--- config.mk ---
export PLATFORM = sky130hd
export DESIGN_NAME = alu_share_arbiter_flat
export DESIGN_NICKNAME = d
export VERILOG_FILES = /design/src/rtl/alu_share_arbiter_if.sv /design/src/rtl/alu_share_arbiter.sv /design/src/flat_wrapper.sv
export SDC_FILE = /design/constraint.sdc
export NUM_CORES = 1
export LEC_CHECK = 0
export ABC_CLOCK_PERIOD_IN_PS = 2080
export CORE_MARGIN = 3
export CORE_UTILIZATION = 31
export DETAILED_ROUTE_END_ITERATION = 12
export HOLD_SLACK_MARGIN = 0.15
export PLACE_DENSITY = 0.7
export SKIP_LAST_GASP = 1
export SLEW_MARGIN = 40
export SYNTH_ARGS = -nofsm -noshare
export SYNTH_HDL_FRONTEND = slang
export SYNTH_SLANG_ARGS = --single-unit
--- constraint.sdc ---
create_clock -name clk -period 2.08 [get_ports clk]
set_input_delay 0.208 -clock clk [delete_from_list [all_inputs] [get_ports clk]]
set_output_delay 0.208 -clock clk [all_outputs]
set_load 0.05 [all_outputs]
--- src/rtl/alu_share_arbiter_if.sv ---
// Bundle of requester, ALU and response signals for alu_share_arbiter.
// slave: the arbiter's view. master: the surrounding logic's view.
interface alu_share_arbiter_if #(
    parameter int DATA_W = 32
);
    logic              req0_valid;
    logic              req0_ready;
    logic [5:0]        req0_funct;
    logic [DATA_W-1:0] req0_a;
    logic [DATA_W-1:0] req0_b;
    logic              req1_valid;
    logic              req1_ready;
    logic [5:0]        req1_funct;
    logic [DATA_W-1:0] req1_a;
    logic [DATA_W-1:0] req1_b;
    logic [2:0]        alu_sel;
    logic [DATA_W-1:0] alu_a;
    logic [DATA_W-1:0] alu_b;
    logic [DATA_W-1:0] alu_res;
    logic              alu_zero;
    logic              alu_ovf;
    logic              rsp_valid;
    logic              rsp_ready;
    logic              rsp_id;
    logic [DATA_W-1:0] rsp_res;
    logic              rsp_zero;
    logic              rsp_ovf;
    logic              rsp_err;
    logic              busy;

    modport slave (
        input  req0_valid, req0_funct, req0_a, req0_b,
        input  req1_valid, req1_funct, req1_a, req1_b,
        input  alu_res, alu_zero, alu_ovf, rsp_ready,
        output req0_ready, req1_ready, alu_sel, alu_a, alu_b,
        output rsp_valid, rsp_id, rsp_res, rsp_zero, rsp_ovf, rsp_err, busy
    );

    modport master (
        output req0_valid, req0_funct, req0_a, req0_b,
        output req1_valid, req1_funct, req1_a, req1_b,
        output alu_res, alu_zero, alu_ovf, rsp_ready,
        input  req0_ready, req1_ready, alu_sel, alu_a, alu_b,
        input  rsp_valid, rsp_id, rsp_res, rsp_zero, rsp_ovf, rsp_err, busy
    );
endinterface

--- src/rtl/alu_share_arbiter.sv ---
// Round-robin sharing of one external combinational 32-bit ALU between two
// R-type requesters. Decodes MIPS funct, drives the ALU for one cycle from
// registered operands, and returns the captured result over valid/ready.
// Optional macro ALU_SHARE_ARBITER_STATS_EN adds per-requester completion
// and illegal-op counters; without it stat_* are tied to zero.
module alu_share_arbiter #(
    parameter int DATA_W = 32,
    parameter int STAT_W = 16
) (
    input  logic              clk,
    input  logic              rst_n,
    alu_share_arbiter_if.slave bus,
    output logic [STAT_W-1:0] stat_cnt0,
    output logic [STAT_W-1:0] stat_cnt1,
    output logic [STAT_W-1:0] stat_err
);

    localparam logic [1:0] IDLE = 2'd0;
    localparam logic [1:0] EXEC = 2'd1;
    localparam logic [1:0] RESP = 2'd2;

    logic [1:0]               state;
    logic                     rr_ptr;
    logic                     gnt_vld;
    logic                     gnt_id;
    logic [5:0]               gnt_funct;
    logic signed [DATA_W-1:0] gnt_a;
    logic signed [DATA_W-1:0] gnt_b;
    logic [3:0]               gnt_dec;
    logic [2:0]               sel_p0;
    logic signed [DATA_W-1:0] a_p0;
    logic signed [DATA_W-1:0] b_p0;
    logic                     ovf_fix;

    // {legal, alu_sel} for a MIPS R-type funct
    function automatic logic [3:0] decode_funct(input logic [5:0] funct);
        case (funct)
            6'h24:   return 4'b1_000;
            6'h25:   return 4'b1_001;
            6'h20:   return 4'b1_010;
            6'h26:   return 4'b1_011;
            6'h22:   return 4'b1_100;
            6'h02:   return 4'b1_101;
            6'h00:   return 4'b1_110;
            6'h27:   return 4'b1_111;
            default: return 4'b0_000;
        endcase
    endfunction

    // Two's-complement overflow of a - b, judged from the operand and result signs
    function automatic logic sub_ovf(input logic signed [DATA_W-1:0] a,
                                     input logic signed [DATA_W-1:0] b,
                                     input logic signed [DATA_W-1:0] r);
        return (a[DATA_W-1] != b[DATA_W-1]) && (r[DATA_W-1] != a[DATA_W-1]);
    endfunction

    // Grant selection: only from IDLE, round-robin on a tie, never during reset
    always_comb begin
        gnt_vld = 1'b0;
        gnt_id  = 1'b0;
        if (rst_n && state == IDLE) begin
            if (bus.req0_valid && bus.req1_valid) begin
                gnt_vld = 1'b1;
                gnt_id  = rr_ptr;
            end else if (bus.req0_valid) begin
                gnt_vld = 1'b1;
            end else if (bus.req1_valid) begin
                gnt_vld = 1'b1;
                gnt_id  = 1'b1;
            end
        end
        gnt_funct = gnt_id ? bus.req1_funct : bus.req0_funct;
        gnt_a     = gnt_id ? bus.req1_a     : bus.req0_a;
        gnt_b     = gnt_id ? bus.req1_b     : bus.req0_b;
        gnt_dec   = decode_funct(gnt_funct);
    end

    assign bus.req0_ready = gnt_vld && !gnt_id;
    assign bus.req1_ready = gnt_vld && gnt_id;

    // The ALU only sees operands during EXEC; otherwise it is held at zero
    assign bus.alu_sel   = (state == EXEC) ? sel_p0 : 3'b000;
    assign bus.alu_a     = (state == EXEC) ? a_p0   : '0;
    assign bus.alu_b     = (state == EXEC) ? b_p0   : '0;
    assign bus.rsp_valid = (state == RESP);
    assign bus.busy      = (state != IDLE);

    // Overflow: ADD trusts the ALU flag, SUB is recomputed locally, rest never overflow
    always_comb begin
        ovf_fix = 1'b0;
        case (sel_p0)
            3'b010:  ovf_fix = bus.alu_ovf;
            3'b100:  ovf_fix = sub_ovf(a_p0, b_p0, bus.alu_res);
            default: ovf_fix = 1'b0;
        endcase
    end

    // Operand capture at grant; data only, no reset needed
    always_ff @(posedge clk) begin
        if (gnt_vld) begin
            sel_p0 <= gnt_dec[2:0];
            a_p0   <= gnt_a;
            b_p0   <= gnt_b;
        end
    end

    // Control FSM and response registers
    always_ff @(posedge clk) begin
        if (!rst_n) begin
            state        <= IDLE;
            rr_ptr       <= 1'b0;
            bus.rsp_id   <= 1'b0;
            bus.rsp_res  <= '0;
            bus.rsp_zero <= 1'b0;
            bus.rsp_ovf  <= 1'b0;
            bus.rsp_err  <= 1'b0;
        end else begin
            case (state)
                IDLE: begin
                    if (gnt_vld) begin
                        rr_ptr     <= ~gnt_id;
                        bus.rsp_id <= gnt_id;
                        if (gnt_dec[3]) begin
                            state <= EXEC;
                        end else begin
                            state        <= RESP;
                            bus.rsp_err  <= 1'b1;
                            bus.rsp_res  <= '0;
                            bus.rsp_zero <= 1'b0;
                            bus.rsp_ovf  <= 1'b0;
                        end
                    end
                end
                EXEC: begin
                    bus.rsp_res  <= bus.alu_res;
                    bus.rsp_zero <= bus.alu_zero;
                    bus.rsp_ovf  <= ovf_fix;
                    bus.rsp_err  <= 1'b0;
                    state        <= RESP;
                end
                RESP: begin
                    if (bus.rsp_ready) begin
                        state <= IDLE;
                    end
                end
                default: state <= IDLE;
            endcase
        end
    end

`ifdef ALU_SHARE_ARBITER_STATS_EN
    logic hs;
    assign hs = (state == RESP) && bus.rsp_ready;

    // Count completed responses per requester and illegal ops, wrapping
    always_ff @(posedge clk) begin
        if (!rst_n) begin
            stat_cnt0 <= '0;
            stat_cnt1 <= '0;
            stat_err  <= '0;
        end else if (hs) begin
            if (bus.rsp_err) begin
                stat_err <= stat_err + 1'b1;
            end else if (bus.rsp_id) begin
                stat_cnt1 <= stat_cnt1 + 1'b1;
            end else begin
                stat_cnt0 <= stat_cnt0 + 1'b1;
            end
        end
    end
`else
    assign stat_cnt0 = '0;
    assign stat_cnt1 = '0;
    assign stat_err  = '0;
`endif

endmodule

--- src/flat_wrapper.sv ---
// flat-port wrapper written by rule: the top's interface ports become plain ports
module alu_share_arbiter_flat 
#(
    parameter int DATA_W = 32,
    parameter int STAT_W = 16
)
  (clk, rst_n, stat_cnt0, stat_cnt1, stat_err, bus_req0_valid, bus_req0_funct, bus_req0_a, bus_req0_b, bus_req1_valid, bus_req1_funct, bus_req1_a, bus_req1_b, bus_alu_res, bus_alu_zero, bus_alu_ovf, bus_rsp_ready, bus_req0_ready, bus_req1_ready, bus_alu_sel, bus_alu_a, bus_alu_b, bus_rsp_valid, bus_rsp_id, bus_rsp_res, bus_rsp_zero, bus_rsp_ovf, bus_rsp_err, bus_busy);
  alu_share_arbiter_if #(.DATA_W(DATA_W)) bus_i ();
  input  logic clk;
  input  logic rst_n;
  output logic [STAT_W-1:0] stat_cnt0;
  output logic [STAT_W-1:0] stat_cnt1;
  output logic [STAT_W-1:0] stat_err;
  input wire logic [$bits(bus_i.req0_valid)-1:0] bus_req0_valid;
  input wire logic [$bits(bus_i.req0_funct)-1:0] bus_req0_funct;
  input wire logic [$bits(bus_i.req0_a)-1:0] bus_req0_a;
  input wire logic [$bits(bus_i.req0_b)-1:0] bus_req0_b;
  input wire logic [$bits(bus_i.req1_valid)-1:0] bus_req1_valid;
  input wire logic [$bits(bus_i.req1_funct)-1:0] bus_req1_funct;
  input wire logic [$bits(bus_i.req1_a)-1:0] bus_req1_a;
  input wire logic [$bits(bus_i.req1_b)-1:0] bus_req1_b;
  input wire logic [$bits(bus_i.alu_res)-1:0] bus_alu_res;
  input wire logic [$bits(bus_i.alu_zero)-1:0] bus_alu_zero;
  input wire logic [$bits(bus_i.alu_ovf)-1:0] bus_alu_ovf;
  input wire logic [$bits(bus_i.rsp_ready)-1:0] bus_rsp_ready;
  output wire logic [$bits(bus_i.req0_ready)-1:0] bus_req0_ready;
  output wire logic [$bits(bus_i.req1_ready)-1:0] bus_req1_ready;
  output wire logic [$bits(bus_i.alu_sel)-1:0] bus_alu_sel;
  output wire logic [$bits(bus_i.alu_a)-1:0] bus_alu_a;
  output wire logic [$bits(bus_i.alu_b)-1:0] bus_alu_b;
  output wire logic [$bits(bus_i.rsp_valid)-1:0] bus_rsp_valid;
  output wire logic [$bits(bus_i.rsp_id)-1:0] bus_rsp_id;
  output wire logic [$bits(bus_i.rsp_res)-1:0] bus_rsp_res;
  output wire logic [$bits(bus_i.rsp_zero)-1:0] bus_rsp_zero;
  output wire logic [$bits(bus_i.rsp_ovf)-1:0] bus_rsp_ovf;
  output wire logic [$bits(bus_i.rsp_err)-1:0] bus_rsp_err;
  output wire logic [$bits(bus_i.busy)-1:0] bus_busy;
  assign bus_i.req0_valid = bus_req0_valid;
  assign bus_i.req0_funct = bus_req0_funct;
  assign bus_i.req0_a = bus_req0_a;
  assign bus_i.req0_b = bus_req0_b;
  assign bus_i.req1_valid = bus_req1_valid;
  assign bus_i.req1_funct = bus_req1_funct;
  assign bus_i.req1_a = bus_req1_a;
  assign bus_i.req1_b = bus_req1_b;
  assign bus_i.alu_res = bus_alu_res;
  assign bus_i.alu_zero = bus_alu_zero;
  assign bus_i.alu_ovf = bus_alu_ovf;
  assign bus_i.rsp_ready = bus_rsp_ready;
  assign bus_req0_ready = bus_i.req0_ready;
  assign bus_req1_ready = bus_i.req1_ready;
  assign bus_alu_sel = bus_i.alu_sel;
  assign bus_alu_a = bus_i.alu_a;
  assign bus_alu_b = bus_i.alu_b;
  assign bus_rsp_valid = bus_i.rsp_valid;
  assign bus_rsp_id = bus_i.rsp_id;
  assign bus_rsp_res = bus_i.rsp_res;
  assign bus_rsp_zero = bus_i.rsp_zero;
  assign bus_rsp_ovf = bus_i.rsp_ovf;
  assign bus_rsp_err = bus_i.rsp_err;
  assign bus_busy = bus_i.busy;
  alu_share_arbiter #(.DATA_W(DATA_W), .STAT_W(STAT_W)) u_core (.clk(clk), .rst_n(rst_n), .bus(bus_i), .stat_cnt0(stat_cnt0), .stat_cnt1(stat_cnt1), .stat_err(stat_err));
endmodule
* Word level (Yosys, flattened, before mapping) *
Cells that the tools add are included.

operators by class
  equality and inequality tests = 16
  multiplexer cells = 29
  bitwise operators = 1
  reductions and logical operators = 13

operators by type and width
  operator            count
  $mux 32             6
  $pmux 32 s2         1
  $eq 6x6->1 const B  6
  $pmux 4 s8          1
  $mux 1              11
  $pmux 1 s2          4
  $eq 6x2->1 const B  1
  $logic_not 6->1     1
  $mux 2              3
  $mux 6              1
  $pmux 2 s3          1
  $logic_and 1x1->1   5
  $ne 2x2->1 const B  2
  $reduce_and 2->1    2
  $reduce_bool 2->1   2
  $eq 3x2->1 const B  1
  $eq 3x3->1 const B  1
  $mux 3              1
  $reduce_and 3->1    1
  $eq 2x1->1 const B  1
  $eq 2x2->1 const B  1
  $logic_not 2->1     1
  $ne 1x1->1          2
  $ne 2x1->1 const B  1
  other kinds (2)     2

storage, ports and cells
  register bits after elaboration = 106
  input bits = 179
  output and inout port bits = 155
  word-level logic and storage cells = 69

* Logic depth before layout (Yosys ltp) *
Gate-level depths: netlist (run 1).

  depth after elaboration = 10
  gate-level depth with buffers = 7
  gate-level depth less buffers = 5

* Worst setup path before layout (run 1) *
Ideal clock, no wire load.

  path type = register -> register
  start point = reg u_core.state[1]
  end point = reg u_core.bus.rsp_res[10]
  library setup time = 0.117 ns
  arrival time = 2.139 ns
  data required time = 1.963 ns
  setup slack = -0.175 ns
  cell stages (with the launch flop) = 6
  buffers on the path = 1
  clock period less this slack = 2.255 ns
  path through = dfxtp_1 -> or3_1 -> inv_2 -> a21oi_4 -> buf_6 -> a22o_1

between the ends
  elaborated cells between the ends (all ways) = 20
  those cells by class = eq/ne: 10; mux: 5; reduce/logical: 5

RTL lines
  item                        RTL line                    text
  start: declaration          alu_share_arbiter.sv:22     logic [1:0] state;
  start signal: assignment    alu_share_arbiter.sv:110    state <= IDLE;
  start signal: assignment    alu_share_arbiter.sv:124    state <= EXEC;
  start signal: assignment    alu_share_arbiter.sv:126    state <= RESP;
  $logic_not 2->1             alu_share_arbiter.sv:61     if (rst_n && state == IDLE) begin
  $logic_and 1x1->1           alu_share_arbiter.sv:61
  $mux 1                      alu_share_arbiter.sv:61
  via u_core.gnt_vld          alu_share_arbiter.sv:24     logic gnt_vld;
  $ne 2x1->1 (no line)        n/a
  $reduce_and 3->1 (no line)  n/a
  end signal: assignment      alu_share_arbiter.sv:135    bus.rsp_res <= bus.alu_res;
  end: declaration            alu_share_arbiter_if.sv:36  output rsp_valid, rsp_id, rsp_res, rsp_zero, rsp_ovf, rsp_err, busy

The timed path passes the listed nets, and every way through them passes these cells.
A chain may end at the register's enable or synchronous reset.

* Worst setup path after layout (run 1) *
  start point = reg u_core.state[1]
  end point = out bus_req0_ready

between the ends
  cells in the longest elaborated chain, start to end = 5
  elaborated cells between the ends (all ways) = 6
  those cells by class = mux: 2; reduce/logical: 4

ends and longest elaborated chain
  item                   RTL line                 text
  $logic_not 2->1 (*)    alu_share_arbiter.sv:61
  $logic_and 1x1->1 (*)  alu_share_arbiter.sv:61
  $mux 1                 alu_share_arbiter.sv:61
  $logic_not 1->1        alu_share_arbiter.sv:78  assign bus.req0_ready = gnt_vld && !gnt_id;
  $logic_and 1x1->1 (*)  alu_share_arbiter.sv:78
  end: declaration       flat_wrapper.sv:26       output wire logic [$bits(bus_i.req0_ready)-1:0] bus_req0_ready;

Every way passes the cells marked *; elsewhere a longest branch is shown, timed or not.

==> out/qor.txt, run 1 <==
Average wire length per cell after detail routing: 15.5 µm
Maximum frequency from static timing analysis: 513 MHz
Share of layout cells above drive strength 1: 0.149
Number of rows in the core area: 46
Layout area overhead: 81.8%
TritonCTS clock tree: built
Final antenna-violating net count: 0
# clock sinks: 106
Final design area excluding fillers: 9290 µm²
Time the final worst path needs with I/O delays and setup: 1950 ps
Kind of launch point of the worst setup path: flip-flop
Hold Crit Class: in -> reg
Post-synthesis cell count: 540
Seq/Total Area, Yosys: 0.547
Period utilization: 0.937
Global-route wire length before repair: 24500 µm
Post-synthesis cell area: 5110 µm²
Final-stage net count: 1019
Area of placed instances: 8940 µm²
Pwr per Cell Area: 584 nW/µm²
Depth of the CTS H-tree: 3
Commonest cells after routing, fill and taps aside: clkdlybuf4s50_1 (214), nand2_1 (200), buf_12 (76), and2_1 (69), edfxtp_1 (67)
Number of CTS-inserted buffers: 9
Max FO, Critical Path: 6
Worst-path clk slew: 70 ps
Most common cell after layout, fill and taps aside: clkdlybuf4s50_1
Source-to-sink clock delay at the later pin of the worst-skew pair: 350 ps
X dimension of the die: 134 µm
Routed vias/inst: 4.36
Total via count after detailed routing: 4629
Grt total ovfl: 0
Combined global-route utilization of all metal layers: 0.175
Detail Placement HPWL: 12900 µm
Arithmetic-cell share of the synthesized area counting full adders, half adders and majority gates: 0
Post-synthesis mux area share: 0.00294
Count of non-filler cells in the finished layout: 1061
Final weighted congestion in routability-driven placement: 0.803
PortBufs: 285
Vertical extent of the die: 134 µm
Status: completed
Number of flip-flops and latches in the synthesized netlist: 106
Io pins: 334
Number of global-route vias before repair: 4500
Leakage power: 0.00383 µW
Fraction of the mapped netlist area in compound gates: 0.0869
Per-instance average area after synthesis: 9.46 µm²
Core Box Area: 16000 µm²
Simple-gate share of the synthesized area: 0.265
Initial Util: 0.319
Drt pass-1 iters: 4
Master cell of the clock root buffer: clkbuf_16
Cell Count Post-Placement: 1044
Maximum vdd drop: 0.416 mV
Slack of the worst reg-to-reg path: 230 ps
DP Worst Slack: -406 ps
Actual transition at the worst max-transition pin: 555 ps
Max Root-Sink Buffers: 2
Worst-case setup margin in the final layout: 131 ps
Category of the worst setup path capture point: primary output
Fin. Hold Viols: 0
Die area: 18100 µm²
Relative slew slack: 0.629
Distinct cells, synth: 31
Pin count of the biggest net entering global routing: 47
Residual DRC count: 0
Kind of critical path: reg -> out
Worst clock skew: 6.47 ps
Total of endpoints with negative setup slack in the final report: 0
Fin. max-slew vios: 0
Final Routed Wirelength: 16500 µm
Parity-gate share of the synthesized area counting xor and xnor cells: 0
Signal arrival time at the worst endpoint: 1740 ps
Worst Hold Slack: 442 ps
Combinational family with the most area after synthesis: simple AND/OR/NAND/NOR gates
Maximum Capacitance Violations: 0
DRT iter0 DRCs: 215
Count of warnings emitted by yosys: 0
Initial antenna violation count: 0
Required time at the endpoint of the critical path: 1870 ps
Antenna diode instance count: 0
RSZ-0062 raised after global routing: false
==> metrics by stage <==
step | setup TNS, ps | total power (µW) | util
2_1_floorplan | 0 | 3120 | -
3_3_place_gp | -13290 | 3660 | 0.559
3_5_place_dp | -12650 | 3680 | 0.559
4_1_cts | 0 | 5490 | 0.579
5_1_grt | 0 | 5670 | 0.580
6_report | 0 | 5420 | 0.580
==> registers in the layout (all words and copies together), names as in the netlist <==
register,count
u_core.a_p0,32
u_core.b_p0,32
u_core.bus.rsp_err,1
u_core.bus.rsp_id,1
u_core.bus.rsp_ovf,1
u_core.bus.rsp_res,32
u_core.bus.rsp_zero,1
u_core.rr_ptr,1
u_core.sel_p0,3
u_core.state,2
==> final timing paths <==
path	startpoint	to	cells after the start
min reg2reg	u_core.rr_ptr	u_core.rr_ptr	2
max	u_core.state[1]	bus_req0_ready	5
max reg2reg	u_core.rr_ptr	u_core.bus.rsp_res[1]	5
min	bus_alu_res[3]	u_core.bus.rsp_res[3]	2
==> timing repair <==
action,CTS,global route
endpoints found under the setup margin,34,18
gates cloned,1,0
resized for setup,1,4
buffers inserted,0,0
pin swaps,1,0
hold buffers,0,0
==> layout make-up <==
type / instances / area [µm²]
fill: 1400 / 6710
timing repair buffer: 316 / 3870
sequential: 106 / 2790
multi-input combinational: 403 / 2020
clock buffer: 12 / 279
tap: 216 / 270
clock inverter: 4 / 37.5
inverter: 4 / 17.5
==> worst max-delay path, cell delays in order, from the launching register on <==
cell and delay, ps:
dfxtp_1 340, buf_4 160, or3_1 430, buf_4 170
a21oi_2 140, buf_12 150
==> per-layer routing <==
layer,wire [µm],GRT usage,part of all wire,vias to the layer above
li1,-,-,-,2292
met1,6180,0.190,0.38,2115
met2,8570,0.325,0.52,207
met3,1440,0.0574,0.088,15
met4,276,0.0526,0.017,0
met5,0,0,0,-
==> synth_stat cells, drive strengths merged <==
library cell | instances | area (µm²)
nand4 | 1 | 21.3
and2 | 69 | 432
a211o | 1 | 8.76
buf | 56 | 414
inv | 4 | 15.0
nand3b | 3 | 22.5
o22ai | 4 | 25.0
dfxtp | 39 | 781
nand2b | 6 | 37.5
a32oi | 2 | 17.5
edfxtp | 67 | 2010
nor2 | 8 | 37.5
o21ai | 5 | 25.0
clkbuf | 19 | 71.3
conb | 1 | 3.75
or3 | 2 | 12.5
nor3 | 4 | 20.0
o21a | 2 | 15.0
mux2 | 1 | 15.0
a31oi | 2 | 12.5
a21oi | 8 | 51.3
nand2 | 200 | 751
nor2b | 3 | 18.8
a22o | 33 | 289
==> cell families (layout without fill, tap and decap cells) <==
family	Yosys count	in the layout
flops	106	106
simple gates	296	296
compound gates	57	58
mux	1	1
other cells	1	48
buf+inv	79	336
==> report_power, final <==
part / leakage (µW) / internal, µW / total (µW) / switching [µW]
registers: 0.000953 / 2390 / 2420 / 30.3
clock network: 0.000156 / 979 / 1780 / 802
logic: 0.00272 / 556 / 1230 / 671
Power figures use the tool's default switching activity.
==> run 2: changes to the inputs <==
CAP_MARGIN = 15   (was not set)
SLEW_MARGIN = 20   (was 40)
==> results of run 2 <==
Same layout as run 1: the final DEF is identical, and so are final timing and power.
==> run 3: changes to the inputs <==
PLACE_DENSITY = 0.73   (was 0.7)
==> out/qor.txt, run 3 (synthesis gave the netlist of run 1 again) <==
Crit-path max cell delay: 400 ps (was 430 ps)
Master cell of the clock root buffer: clkbuf_16 (unchanged)
Pwr per Cell Area: 578 nW/µm² (was 584 nW/µm²)
Most common cell after layout, fill and taps aside: clkdlybuf4s50_1 (unchanged)
Drt pass-1 iters: 4 (unchanged)
Final core area utilization: 0.572 (was 0.580)
Initial antenna violation count: 0 (unchanged)
Final-stage net count: 1009 (was 1019)
Actual transition at the worst max-transition pin: 541 ps (was 555 ps)
RSZ-0062 raised after global routing: true (was false)
Cell Count Post-Placement: 1035 (was 1044)
Fin. max-slew vios: 0 (unchanged)
Core Box Area: 16000 µm² (unchanged)
Global-route wire length before repair: 23300 µm (was 24500 µm)
Final antenna-violating net count: 0 (unchanged)
Post-layout total power: 5290 µW (was 5420 µW)
Relative slew slack: 0.638 (was 0.629)
Time the final worst path needs with I/O delays and setup: 1980 ps (was 1950 ps)
Combined global-route utilization of all metal layers: 0.167 (was 0.175)
Final Routed Wirelength: 15800 µm (was 16500 µm)
Final design area excluding fillers: 9150 µm² (was 9290 µm²)
Worst-path clk slew: 80 ps (was 70 ps)
Required time at the endpoint of the critical path: 1870 ps (about the same)
Total of endpoints with negative setup slack in the final report: 0 (unchanged)
Grt total ovfl: 0 (unchanged)
Initial Util: 0.319 (unchanged)
Residual DRC count: 0 (unchanged)
Signal arrival time at the worst endpoint: 1770 ps (was 1740 ps)
Detail Placement HPWL: 12600 µm (was 12900 µm)
Routed vias/inst: 4.31 (was 4.36)
Hold Crit Class: in -> reg (unchanged)
PortBufs: 285 (unchanged)
Io pins: 334 (unchanged)
Antenna diode instance count: 0 (unchanged)
Category of the worst setup path capture point: primary output (unchanged)
Pin count of the biggest net entering global routing: 48 (was 47)
Maximum Capacitance Violations: 0 (unchanged)
Area of placed instances: 8850 µm² (was 8940 µm²)
Number of global-route vias before repair: 4312 (was 4500)
Final weighted congestion in routability-driven placement: 0.745 (was 0.803)
Share of layout cells above drive strength 1: 0.139 (was 0.149)
Buf+Inv Stages, Crit Path: 4 (was 3)
X dimension of the die: 134 µm (unchanged)
Biggest regs: u_core.a_p0 x32, u_core.b_p0 x32, u_core.bus.rsp_res x32 (unchanged)
# clock sinks: 106 (unchanged)
Leakage power: 0.00378 µW (was 0.00383 µW)
Max FO, Critical Path: 18 (was 6)
Status: completed (unchanged)
Fin. Hold Viols: 0 (unchanged)
DRT iter0 DRCs: 208 (was 215)
Die area: 18100 µm² (unchanged)
Worst clock skew: 8.22 ps (was 6.47 ps)
Vertical extent of the die: 134 µm (unchanged)
Chain of cells forming the critical path: nor2_4, nand4_4, buf_4, inv_2, buf_6, buf_12 (was buf_4, or3_1, buf_4, a21oi_2, buf_12)
Layout filler cell count: 1402 (was 1400)
Average wire length per cell after detail routing: 15.0 µm (was 15.5 µm)
Worst path top cell family by delay: buffers and inverters (unchanged)
Layout area overhead: 79.1% (was 81.8%)
Area of the multi-input gates: 2000 µm² (was 2020 µm²)
Period utilization: 0.952 (was 0.937)
Standard cell with the maximum stage delay on the critical path: dfxtp_1 (was or3_1)
Worst Hold Slack: 445 ps (was 442 ps)
Hold-fix buffers, CTS: 0 (unchanged)
Source-to-sink clock delay at the later pin of the worst-skew pair: 350 ps (about the same)
Number of rows in the core area: 46 (unchanged)
Footprint of the flip-flops and latches: 2790 µm² (unchanged)
Count of non-filler cells in the finished layout: 1051 (was 1061)
Number of CTS-inserted buffers: 9 (unchanged)
Total via count after detailed routing: 4532 (was 4629)
Commonest cells after routing, fill and taps aside: clkdlybuf4s50_1 (214), nand2_1 (200), buf_12 (74), and2_1 (69), edfxtp_1 (67) (was clkdlybuf4s50_1 (214), nand2_1 (200), buf_12 (76), and2_1 (69), edfxtp_1 (67))
Kind of critical path: reg -> out (unchanged)
Max Root-Sink Buffers: 2 (unchanged)
Depth of the CTS H-tree: 3 (unchanged)
Kind of launch point of the worst setup path: flip-flop (unchanged)
Maximum vdd drop: 0.427 mV (was 0.416 mV)
TritonCTS clock tree: built (unchanged)
Maximum frequency from static timing analysis: 505 MHz (was 513 MHz)
[run 3: changes by cell type in the layout (fill, tap and decap cells not counted), sizes merged]
cell          change
dlygate4sd2       -1
buf               -9
clkbuf            -3
dlymetal6s2s      +1
inv               +3
a21oi             -1
[run 3: power breakdown]
group | total, µW | internal [µW] | leakage (µW) | switching, µW
clock | 1680 | 847 | 0.000147 | 835
sequential | 2420 | 2390 | 0.000953 | 32.7
combinational | 1190 | 535 | 0.00268 | 652
[run 3: per-stage QoR]
stage | setup slack (ps) | setup TNS (ps)
5_1_grt | -2.76 | -2.76
4_1_cts | 5.51 | 0
3_5_place_dp | 27.3 | 0
6_report | 101 | 0
2_1_floorplan | 125 | 0
3_3_place_gp | 54.6 | 0
[run 3: cell type report]
cell class / instances / area share
clock inverter: 7 / 0.00697
clock buffer: 9 / 0.0246
timing repair buffer: 307 / 0.413
inverter: 4 / 0.00191
tap: 216 / 0.0295
sequential: 106 / 0.305
multi-input combinational: 402 / 0.219
[run 3: worst register-to-register path, cell delays in order, from the launching register on]
cell     delay [ps]
dfxtp_1         400
nor2_4          180
nand4_4         160
mux2_4          370
a21oi_4         170
buf_12          200
a22o_1          170
[run 3: worst paths after layout]
check / startpoint / to / slack, ps / cells past startpoint
setup reg to reg: u_core.state[1] / u_core.bus.rsp_res[9] / 360 / 6
hold reg to reg: u_core.rr_ptr / u_core.rr_ptr / 460 / 2
hold / removal: bus_alu_res[18] / u_core.bus.rsp_res[18] / 440 / 2
setup / recovery: u_core.state[1] / bus_req1_ready / 100 / 6
[run 3: per-layer routing]
layer / routed length [µm] / share of wire / global-route usage / vias to the layer above
li1: - / - / - / 2267
met1: 6040 / 0.38 / 0.186 / 2053
met2: 8260 / 0.52 / 0.308 / 199
met3: 1290 / 0.082 / 0.0585 / 13
met4: 195 / 0.012 / 0.0373 / 0
met5: 0 / 0 / 0 / -
[run 3: repair_timing]
action                     4_1_cts  5_1_grt
setup endpoints to repair        0        9
setup buffers                    0        0
resized for setup                0        3
